===== config.mk =====
export PLATFORM = sky130hd
export DESIGN_NAME = param_adder_seq_flat
export DESIGN_NICKNAME = d
export VERILOG_FILES = /design/src/rtl/param_adder_pkg.sv /design/src/rtl/param_adder_seq_if.sv /design/src/rtl/param_adder_seq_add_chunk.sv /design/src/rtl/param_adder_seq.sv /design/src/flat_wrapper.sv
export SDC_FILE = /design/constraint.sdc
export NUM_CORES = 1
export LEC_CHECK = 0
export CORE_ASPECT_RATIO = 1.2
export CORE_MARGIN = 1
export CORE_UTILIZATION = 27
export CTS_CLUSTER_DIAMETER = 30
export CTS_CLUSTER_SIZE = 24
export DETAILED_ROUTE_END_ITERATION = 8
export DONT_BUFFER_PORTS = 1
export MAX_ROUTING_LAYER = met4
export PLACE_DENSITY = 0.42
export SLEW_MARGIN = 20
export SYNTH_ARGS = -nofsm -noshare
export SYNTH_HDL_FRONTEND = slang
export SYNTH_SLANG_ARGS = --single-unit

===== constraint.sdc =====
create_clock -name clk -period 5.3 [get_ports clk]
set_input_delay 0.53 -clock clk [delete_from_list [all_inputs] [get_ports clk]]
set_output_delay 0.53 -clock clk [all_outputs]
set_load 0.005 [all_outputs]

===== src/rtl/param_adder_pkg.sv =====
// Shared types and sizing helpers for the chunked sequential adder.
package param_adder_pkg;

  typedef enum logic [1:0] {
    IDLE = 2'd0,
    RUN  = 2'd1,
    DONE = 2'd2
  } state_t;

  // Number of CHUNK-bit slices in a WIDTH-bit operand.
  function automatic int unsigned nchunk(input int unsigned width, input int unsigned chunk);
    return width / chunk;
  endfunction

  // Counter needs one extra bit so it can step past the last chunk index without wrapping.
  function automatic int unsigned cnt_width(input int unsigned width, input int unsigned chunk);
    return $clog2(width / chunk) + 1;
  endfunction

endpackage


===== src/rtl/param_adder_seq_if.sv =====
// Operand/result valid-ready bundle for param_adder_seq.
interface param_adder_seq_if #(
  parameter int unsigned WIDTH = 8
);
  logic             in_valid;
  logic             in_ready;
  logic [WIDTH-1:0] a;
  logic [WIDTH-1:0] b;
  logic             out_valid;
  logic             out_ready;
  logic [WIDTH-1:0] sum;
  logic             carry;
  logic             overflow;

  modport slave (
    input  in_valid, a, b, out_ready,
    output in_ready, out_valid, sum, carry, overflow
  );

  modport master (
    output in_valid, a, b, out_ready,
    input  in_ready, out_valid, sum, carry, overflow
  );
endinterface


===== src/rtl/param_adder_seq_add_chunk.sv =====
// Combinational CHUNK-bit ripple slice with carry in/out.
module add_chunk #(
  parameter int unsigned CHUNK = 4
) (
  input  logic [CHUNK-1:0] x,
  input  logic [CHUNK-1:0] y,
  input  logic             cin,
  output logic [CHUNK-1:0] s,
  output logic             cout
);

  assign {cout, s} = (CHUNK+1)'(x) + (CHUNK+1)'(y) + (CHUNK+1)'(cin);

endmodule


===== src/rtl/param_adder_seq.sv =====
// Multi-cycle WIDTH-bit adder processing CHUNK bits per clock, with
// carry-out, signed overflow and valid/ready handshakes on both sides.
module param_adder_seq
  import param_adder_pkg::*;
#(
  parameter int unsigned WIDTH = 8,
  parameter int unsigned CHUNK = 4
) (
  input  logic              clk,
  input  logic              rst,
  param_adder_seq_if.slave  bus
);

  localparam int unsigned NCHUNK = nchunk(WIDTH, CHUNK);
  localparam int unsigned CW     = cnt_width(WIDTH, CHUNK);
  localparam int unsigned MSB    = WIDTH - 1;
  localparam logic [WIDTH-1:0] CMASK = WIDTH'({CHUNK{1'b1}});

  if (CHUNK < 1 || CHUNK > WIDTH) begin : g_bad_chunk
    $error("param_adder_seq: CHUNK must satisfy 1 <= CHUNK <= WIDTH");
  end
  if (WIDTH % CHUNK != 0) begin : g_bad_width
    $error("param_adder_seq: WIDTH must be a multiple of CHUNK");
  end

  state_t           state_q, state_d;
  logic [CW-1:0]    cnt_q;
  logic [WIDTH-1:0] op_a_q, op_b_q, sum_q;
  logic             cy_q, carry_q, ovf_q;
  logic             in_ready_q, out_valid_q;

  logic             accept_c, step_c, last_c;
  logic [31:0]      shift_c;
  logic [CHUNK-1:0] x_c, y_c, s_c;
  logic             cout_c;

  // Current slice of each latched operand, selected by the chunk counter.
  assign last_c  = (cnt_q == CW'(NCHUNK - 1));
  assign shift_c = 32'(cnt_q) * CHUNK;
  assign x_c     = CHUNK'(op_a_q >> shift_c);
  assign y_c     = CHUNK'(op_b_q >> shift_c);

  add_chunk #(.CHUNK(CHUNK)) u_add_chunk (
    .x    (x_c),
    .y    (y_c),
    .cin  (cy_q),
    .s    (s_c),
    .cout (cout_c)
  );

  // State register; handshake flags are registered from the next state.
  always_ff @(posedge clk or posedge rst) begin
    if (rst) begin
      state_q     <= IDLE;
      in_ready_q  <= 1'b1;
      out_valid_q <= 1'b0;
    end else begin
      state_q     <= state_d;
      in_ready_q  <= (state_d == IDLE);
      out_valid_q <= (state_d == DONE);
    end
  end

  // Next-state and datapath enables.
  always_comb begin
    state_d  = state_q;
    accept_c = 1'b0;
    step_c   = 1'b0;
    case (state_q)
      IDLE: begin
        if (bus.in_valid) begin
          accept_c = 1'b1;
          state_d  = RUN;
        end
      end
      RUN: begin
        step_c = 1'b1;
        if (last_c) begin
          state_d = DONE;
        end
      end
      DONE: begin
        if (bus.out_ready) begin
          state_d = IDLE;
        end
      end
      default: state_d = IDLE;
    endcase
  end

  // Operand latch, chunk counter, running carry and result registers.
  always_ff @(posedge clk or posedge rst) begin
    if (rst) begin
      op_a_q  <= '0;
      op_b_q  <= '0;
      sum_q   <= '0;
      cnt_q   <= '0;
      cy_q    <= 1'b0;
      carry_q <= 1'b0;
      ovf_q   <= 1'b0;
    end else if (accept_c) begin
      op_a_q <= bus.a;
      op_b_q <= bus.b;
      cnt_q  <= '0;
      cy_q   <= 1'b0;
    end else if (step_c) begin
      sum_q <= (sum_q & ~(CMASK << shift_c)) | (WIDTH'(s_c) << shift_c);
      cy_q  <= cout_c;
      cnt_q <= cnt_q + CW'(1);
      if (last_c) begin
        // The last slice holds the MSB, so s_c's top bit is the new sum MSB.
        carry_q <= cout_c;
        ovf_q   <= (op_a_q[MSB] == op_b_q[MSB]) && (s_c[CHUNK-1] != op_a_q[MSB]);
      end
    end
  end

  assign bus.in_ready  = in_ready_q;
  assign bus.out_valid = out_valid_q;
  assign bus.sum       = sum_q;
  assign bus.carry     = carry_q;
  assign bus.overflow  = ovf_q;

endmodule


===== src/flat_wrapper.sv =====
// flat-port wrapper written by rule: the top's interface ports become plain ports
module param_adder_seq_flat import param_adder_pkg::*;
#(
  parameter int unsigned WIDTH = 8,
  parameter int unsigned CHUNK = 4
)
  (clk, rst, bus_in_valid, bus_a, bus_b, bus_out_ready, bus_in_ready, bus_out_valid, bus_sum, bus_carry, bus_overflow);
  param_adder_seq_if #(.WIDTH(WIDTH)) bus_i ();
  input  logic clk;
  input  logic rst;
  input wire logic [$bits(bus_i.in_valid)-1:0] bus_in_valid;
  input wire logic [$bits(bus_i.a)-1:0] bus_a;
  input wire logic [$bits(bus_i.b)-1:0] bus_b;
  input wire logic [$bits(bus_i.out_ready)-1:0] bus_out_ready;
  output wire logic [$bits(bus_i.in_ready)-1:0] bus_in_ready;
  output wire logic [$bits(bus_i.out_valid)-1:0] bus_out_valid;
  output wire logic [$bits(bus_i.sum)-1:0] bus_sum;
  output wire logic [$bits(bus_i.carry)-1:0] bus_carry;
  output wire logic [$bits(bus_i.overflow)-1:0] bus_overflow;
  assign bus_i.in_valid = bus_in_valid;
  assign bus_i.a = bus_a;
  assign bus_i.b = bus_b;
  assign bus_i.out_ready = bus_out_ready;
  assign bus_in_ready = bus_i.in_ready;
  assign bus_out_valid = bus_i.out_valid;
  assign bus_sum = bus_i.sum;
  assign bus_carry = bus_i.carry;
  assign bus_overflow = bus_i.overflow;
  param_adder_seq #(.WIDTH(WIDTH), .CHUNK(CHUNK)) u_core (.clk(clk), .rst(rst), .bus(bus_i));
endmodule

==> results of run 1 <==
[cells by family (layout without fill, tap and decap cells)]
| group | count (synthesis) | in the layout | share of synthesized area [%] |
|---|---|---|---|
| flops | 33 | 33 | 53.4 |
| compound gates | 20 | 20 | 9.45 |
| simple gates | 29 | 29 | 9.45 |
| mux | 25 | 25 | 17.4 |
| xor+xnor | 2 | 2 | 1.13 |
| buf+inv | 8 | 14 | 2.50 |
| fa+ha+maj | 7 | 7 | 6.62 |
[layer usage]
metal / vias to the layer above / track usage [%] / part of all wire, %
li1: 454 / - / -
met1: 475 / 12.8 / 45
met2: 22 / 18.3 / 51
met3: 2 / 3.56 / 3.5
met4: 0 / 5.27 / 0.96
met5: - / - / 0
[cell type report]
cell class                      instances  area, um^2
Multi-Input combinational cell         83         683
Tap cell                               62        77.6
Inverter                                5        18.8
Clock buffer                            8        90.1
Sequential cell                        33         827
Fill cell                             532        3700
Timing Repair Buffer                    1        7.51
[sequential cells by signal, indices dropped and copies added, names as in the netlist]
register              count
u_core.bus.in_ready       1
u_core.bus.carry          1
u_core.op_a_q             8
u_core.bus.sum            8
u_core.cy_q               1
u_core.bus.out_valid      1
u_core.bus.overflow       1
u_core.cnt_q              2
u_core.state_q            2
u_core.op_b_q             8
[metrics by stage]
stage	utilization [%]	total power [mW]	setup slack, ns	instance area [um^2]
final	31.5	1.20	2.88	1700
after global routing	31.5	1.32	2.67	1700
after CTS	31.5	1.23	2.82	1700
after detailed placement	29.9	1.03	2.85	1610
after global placement	29.9	1.00	2.92	1610
after floorplan	-	0.900	3.13	1550
[path summary, 6_finish.rpt]
path / cells past startpoint / endpoint / slack (ns) / start
min in group clk: 1 / u_core.bus.out_valid$_DFF_PP0_ / 0.36 / bus_out_ready
worst max register to register: 8 / u_core.cy_q$_DFFE_PP0P_ / 2.88 / u_core.cnt_q[0]$_DFFE_PP0P_
worst max-delay path: 8 / u_core.cy_q$_DFFE_PP0P_ / 2.88 / u_core.cnt_q[0]$_DFFE_PP0P_
worst min-delay path: 2 / u_core.bus.overflow$_DFFE_PP0P_ / 0.23 / rst
max in group asynchronous: 2 / u_core.bus.in_ready$_DFF_PP1_ / 4.74 / rst
worst min register to register: 1 / u_core.op_a_q[2]$_DFFE_PP0P_ / 0.51 / u_core.op_a_q[2]$_DFFE_PP0P_
[cell usage after synthesis (3+ instances only)]
library cell,n
dfrtp_1,32
mux2_2,16
nor2_1,12
a22o_1,9
mux2i_1,9
ha_1,5
inv_1,5
nand2_1,5
o21ai_0,5
nor3_1,3
[power breakdown]
part	switching, mW	internal (mW)
Combinational	0.263	0.259
Sequential	0.114	0.375
Clock	0.0845	0.106
Total	0.461	0.740
[cells in the final DEF, fill, tap and decap left out, types with 2 or more instances in the layout]
cell type,synthesis,routed
nor2_1,12,12
ha_1,5,5
mux2_2,16,16
fa_1,2,2
a22o_1,9,9
nand2b_1,2,2
nand2_1,5,5
inv_1,5,5
nor3_1,3,3
clkbuf_8,0,6
mux2i_1,9,9
clkbuf_1,1,2
a21oi_1,2,2
dfrtp_1,32,32
nand3_1,2,2
o21ai_0,5,5
==> reports/results.tsv, run 1 <==
metric	value	unit
outcome	complete, but fails checks	
violated checks	design-rule violations	
gr ovfl total	0	
VDD IR max	0.000171	V
fmax	0.413	GHz
WS Path Type	flop to flop	
Core Footprint	5410	um^2
CTS Buf Count	5	
Worst setup SP type	flop	
CTS Root Cell	clkbuf_8	
antenna violations before repair	0	
routability cong.	0.682	
FP Rows	29	
Via Count	953	
vias in the first global route	1054	
Total GRT Usage	11.4	%
drt via density	4.96	
Largest stage delay, worst path	0.70	ns
Max-cap violations	0	
largest net degree at the start of global routing	34	
Port Buffers	0	
Final setup viols	0	
Area contributors post-synth	dfrtp_1 52%, mux2_2 12%, mux2i_1 5.8%	
final WL	3.02	mm
Mapped Cells	124	
Clock transition at path regs	0.07	ns
Hold Path Class	input port to asynchronous set/reset pin	
clk_lat worst skew	0.28	ns
Worst setup EP type	flop	
Hold Slack	0.230	ns
DIE AREA	6050	um^2
ant diodes	0	
synth unique cells	29	
layout cells sized above 1	20.0	%
CP max stage cell	dfrtp_1	
first drt pass iteration count	8	
P_leak	0.761	nW
Synth Flop Type	dfrtp_1	
Nets	156	
Syn Nets	151	
FF+latch count, synth	33	
Die Width	71.1	um
Post-Syn Area	1550	um^2
Tmin final	2.42	ns
IO Count	32	
Least-Margin Pin Slew	0.850	ns
sequential share of the synthesized area	53.4	%
filler-free cell count of the finished design	192	
Layout area overhead	10.0	%
Final Slew Violations	0	
fin crit share	45.7	%
Crit Path Max Fanout	13	
post-CTS sizing	0	
Worst slew margin	43.3	%
crit-path leading delay family	adder cells	
CTS max path bufs	2	
final hold vios	0	
Post-CTS Setup Bufs	0	
ys async rst share	100	%
synthesized area per cell	12.5	um^2
DR DRC count	2	
Initial Utilization	28.7	%
RSZ-0062 raised after global routing	no	
post-route antenna net violation count	0	
power per cell area	705	nW/um^2
H-tree depth	2	
initial DRC count	65	
global-route wire length before repair	5.06	mm
WP buf/inv	0	
most frequent CP cell	nor2_1	
Setup TNS	0	ns
clock sink count	33	
DP Cell Count	184	
Synthesis Warnings	0	
critical-path cell list	mux2i_1, nor2_1, fa_1, fa_1, a21oi_1, nor2_1, nor2_1, o21ai_0	
die height	85.0	um
Fin Clk Skew	0.00502	ns
post-detail-place hpwl	2.21	mm
WL per Instance	15.7	um
share of the synthesized area in the top cell type	51.7	%
crit path DAT	2.58	ns
Post-synth EDFFs	0	
TritonCTS clock tree	built	
worst path required time	5.46	ns
cts hold-fix bufs	0	
dominant cell type by area after synthesis	dfrtp_1	
(Power assumes the default switching activity.)
==> inputs of run 2 (changes only) <==
Clock period 5.3 ns to 2.4 ns, I/O delays scaled along.
==> reports/results.tsv, run 2 (synthesis results as in run 1) <==
metric	value	unit
outcome	complete, but fails checks	
violated checks	design-rule violations	
Total GRT Usage	11.6	%
Initial Utilization	28.7	%
Worst slew margin	64.3	%
Tmin final	2.18	ns
crit path DAT	2.35	ns
P_leak	0.790	nW
dpl ws	0.177	ns
Final Slew Violations	0	
CTS Buf Count	5	
CTS Root Cell	clkbuf_8	
Final setup viols	0	
Crit Path Max Fanout	11	
Port Buffers	0	
Via Count	959	
IO Count	32	
power per cell area	1560	nW/um^2
Max-cap violations	0	
worst path required time	2.57	ns
post-route antenna net violation count	0	
antenna violations before repair	0	
filler-free cell count of the finished design	196	
global-route wire length before repair	5.05	mm
DR DRC count	2	
fmax	0.459	GHz
initial DRC count	38	
most frequent cells in the layout	32 x dfrtp_1, 16 x mux2_2, 12 x nor2_1, 9 x a22o_1, 9 x mux2i_1	
RSZ-0062 raised after global routing	no	
commonest non-fill, non-tap cell in the layout	dfrtp_1	
gr ovfl total	0	
largest net degree at the start of global routing	34	
final WL	3.02	mm
Die Width	71.1	um
post-detail-place hpwl	2.28	mm
final hold vios	0	
TritonCTS clock tree	built	
Layout area overhead	12.8	%
WS Path Type	flop to flop	
Least-Margin Pin Slew	0.531	ns
R2R setup slack	0.22	ns
Area after DPL	1640	um^2
VDD IR max	0.000417	V
Nets	160	
Worst setup SP type	flop	
Hold Path Class	input port to flop	
final setup margin	0.220	ns
CTS max path bufs	2	
vias in the first global route	1049	
design area	1750	um^2
clock sink count	33	
H-tree depth	2	
routability cong.	0.674	
DIE AREA	6050	um^2
first drt pass iteration count	6	
die height	85.0	um
Worst setup EP type	flop	
fin crit share	90.8	%
clk_lat worst skew	0.28	ns
Fin Clk Skew	0.00640	ns
drt via density	4.89	
Post-CTS Setup Bufs	0	
FP Rows	29	
ant diodes	0	
Core Footprint	5410	um^2
Clock transition at path regs	0.07	ns
Setup TNS	0	ns
DP Cell Count	187	
WL per Instance	15.4	um
post-CTS sizing	0	
layout cells sized above 1	23.1	%
run 2: cell count changes in the layout (fill, tap and decap cells not counted):
| cell | change |
|---|---|
| dlygate4sd3_1 | +1 |
| clkbuf_1 | -2 |
| clkinv_2 | +1 |
| clkbuf_8 | +1 |
| buf_4 | +3 |
run 2: metrics by stage:
| stage | total power, mW | util (%) | hold slack, ns |
|---|---|---|---|
| after CTS | 2.77 | 32.3 | 0.0550 |
| after global routing | 2.95 | 32.3 | 0.0752 |
| after detailed placement | 2.30 | 30.3 | 0.249 |
| final | 2.72 | 32.3 | 0.0654 |
| after floorplan | 1.99 | - | 0.347 |
| after global placement | 2.26 | 30.3 | 0.243 |
run 2: critical path, cell delays in order, from the launching register on:
cell	delay, ns
dfrtp_1	0.40
buf_4	0.23
mux2i_1	0.23
nor2_1	0.10
ha_1	0.29
a21o_1	0.17
a21oi_1	0.29
xnor2_1	0.15
a22o_1	0.21
run 2: path summary, 6_finish.rpt:
check | startpoint | cells past startpoint | endpoint
max in group asynchronous | rst | 3 | u_core.bus.in_ready$_DFF_PP1_
min in group asynchronous | rst | 3 | u_core.op_b_q[7]$_DFFE_PP0P_
worst min-delay path | bus_out_ready | 1 | u_core.bus.out_valid$_DFF_PP0_
worst max register to register | u_core.cnt_q[0]$_DFFE_PP0P_ | 8 | u_core.bus.sum[7]$_DFFE_PP0P_
worst min register to register | u_core.op_a_q[1]$_DFFE_PP0P_ | 1 | u_core.op_a_q[1]$_DFFE_PP0P_
worst max-delay path | u_core.cnt_q[0]$_DFFE_PP0P_ | 8 | u_core.bus.sum[7]$_DFFE_PP0P_
run 2: layout make-up:
class,instances,area (um^2)
Inverter,5,18.8
Multi-Input combinational cell,83,683
Tap cell,62,77.6
Sequential cell,33,827
Clock buffer,7,96.3
Fill cell,533,3660
Clock inverter,1,5.00
Timing Repair Buffer,5,40.0
run 2: where the power goes:
part / leakage (nW) / internal (mW) / total, mW / switching, mW
clock network: 0.0542 / 0.259 / 0.457 / 0.198
logic: 0.334 / 0.596 / 1.23 / 0.633
registers: 0.402 / 0.830 / 1.03 / 0.203
run 2: repair_timing:
| item | CTS | global route |
|---|---|---|
| hold buffers | 1 | 0 |
| setup endpoints to repair | 0 | 0 |
| hold endpoints to repair | 32 | 0 |
run 2: per-layer routing:
layer  up-vias  routed length [um]  track usage [%]
li1        463                   -                -
met1       465                1280             12.5
met2        24                1540             19.2
met3         7                 147             4.04
met4         0                  48             4.91
met5         -                   0                -
==> inputs of run 3 (changes only) <==
Settings changed: HOLD_SLACK_MARGIN from default to 0.05.
==> results of run 3 <==
Final layout, timing and power as in run 2 (identical DEF).
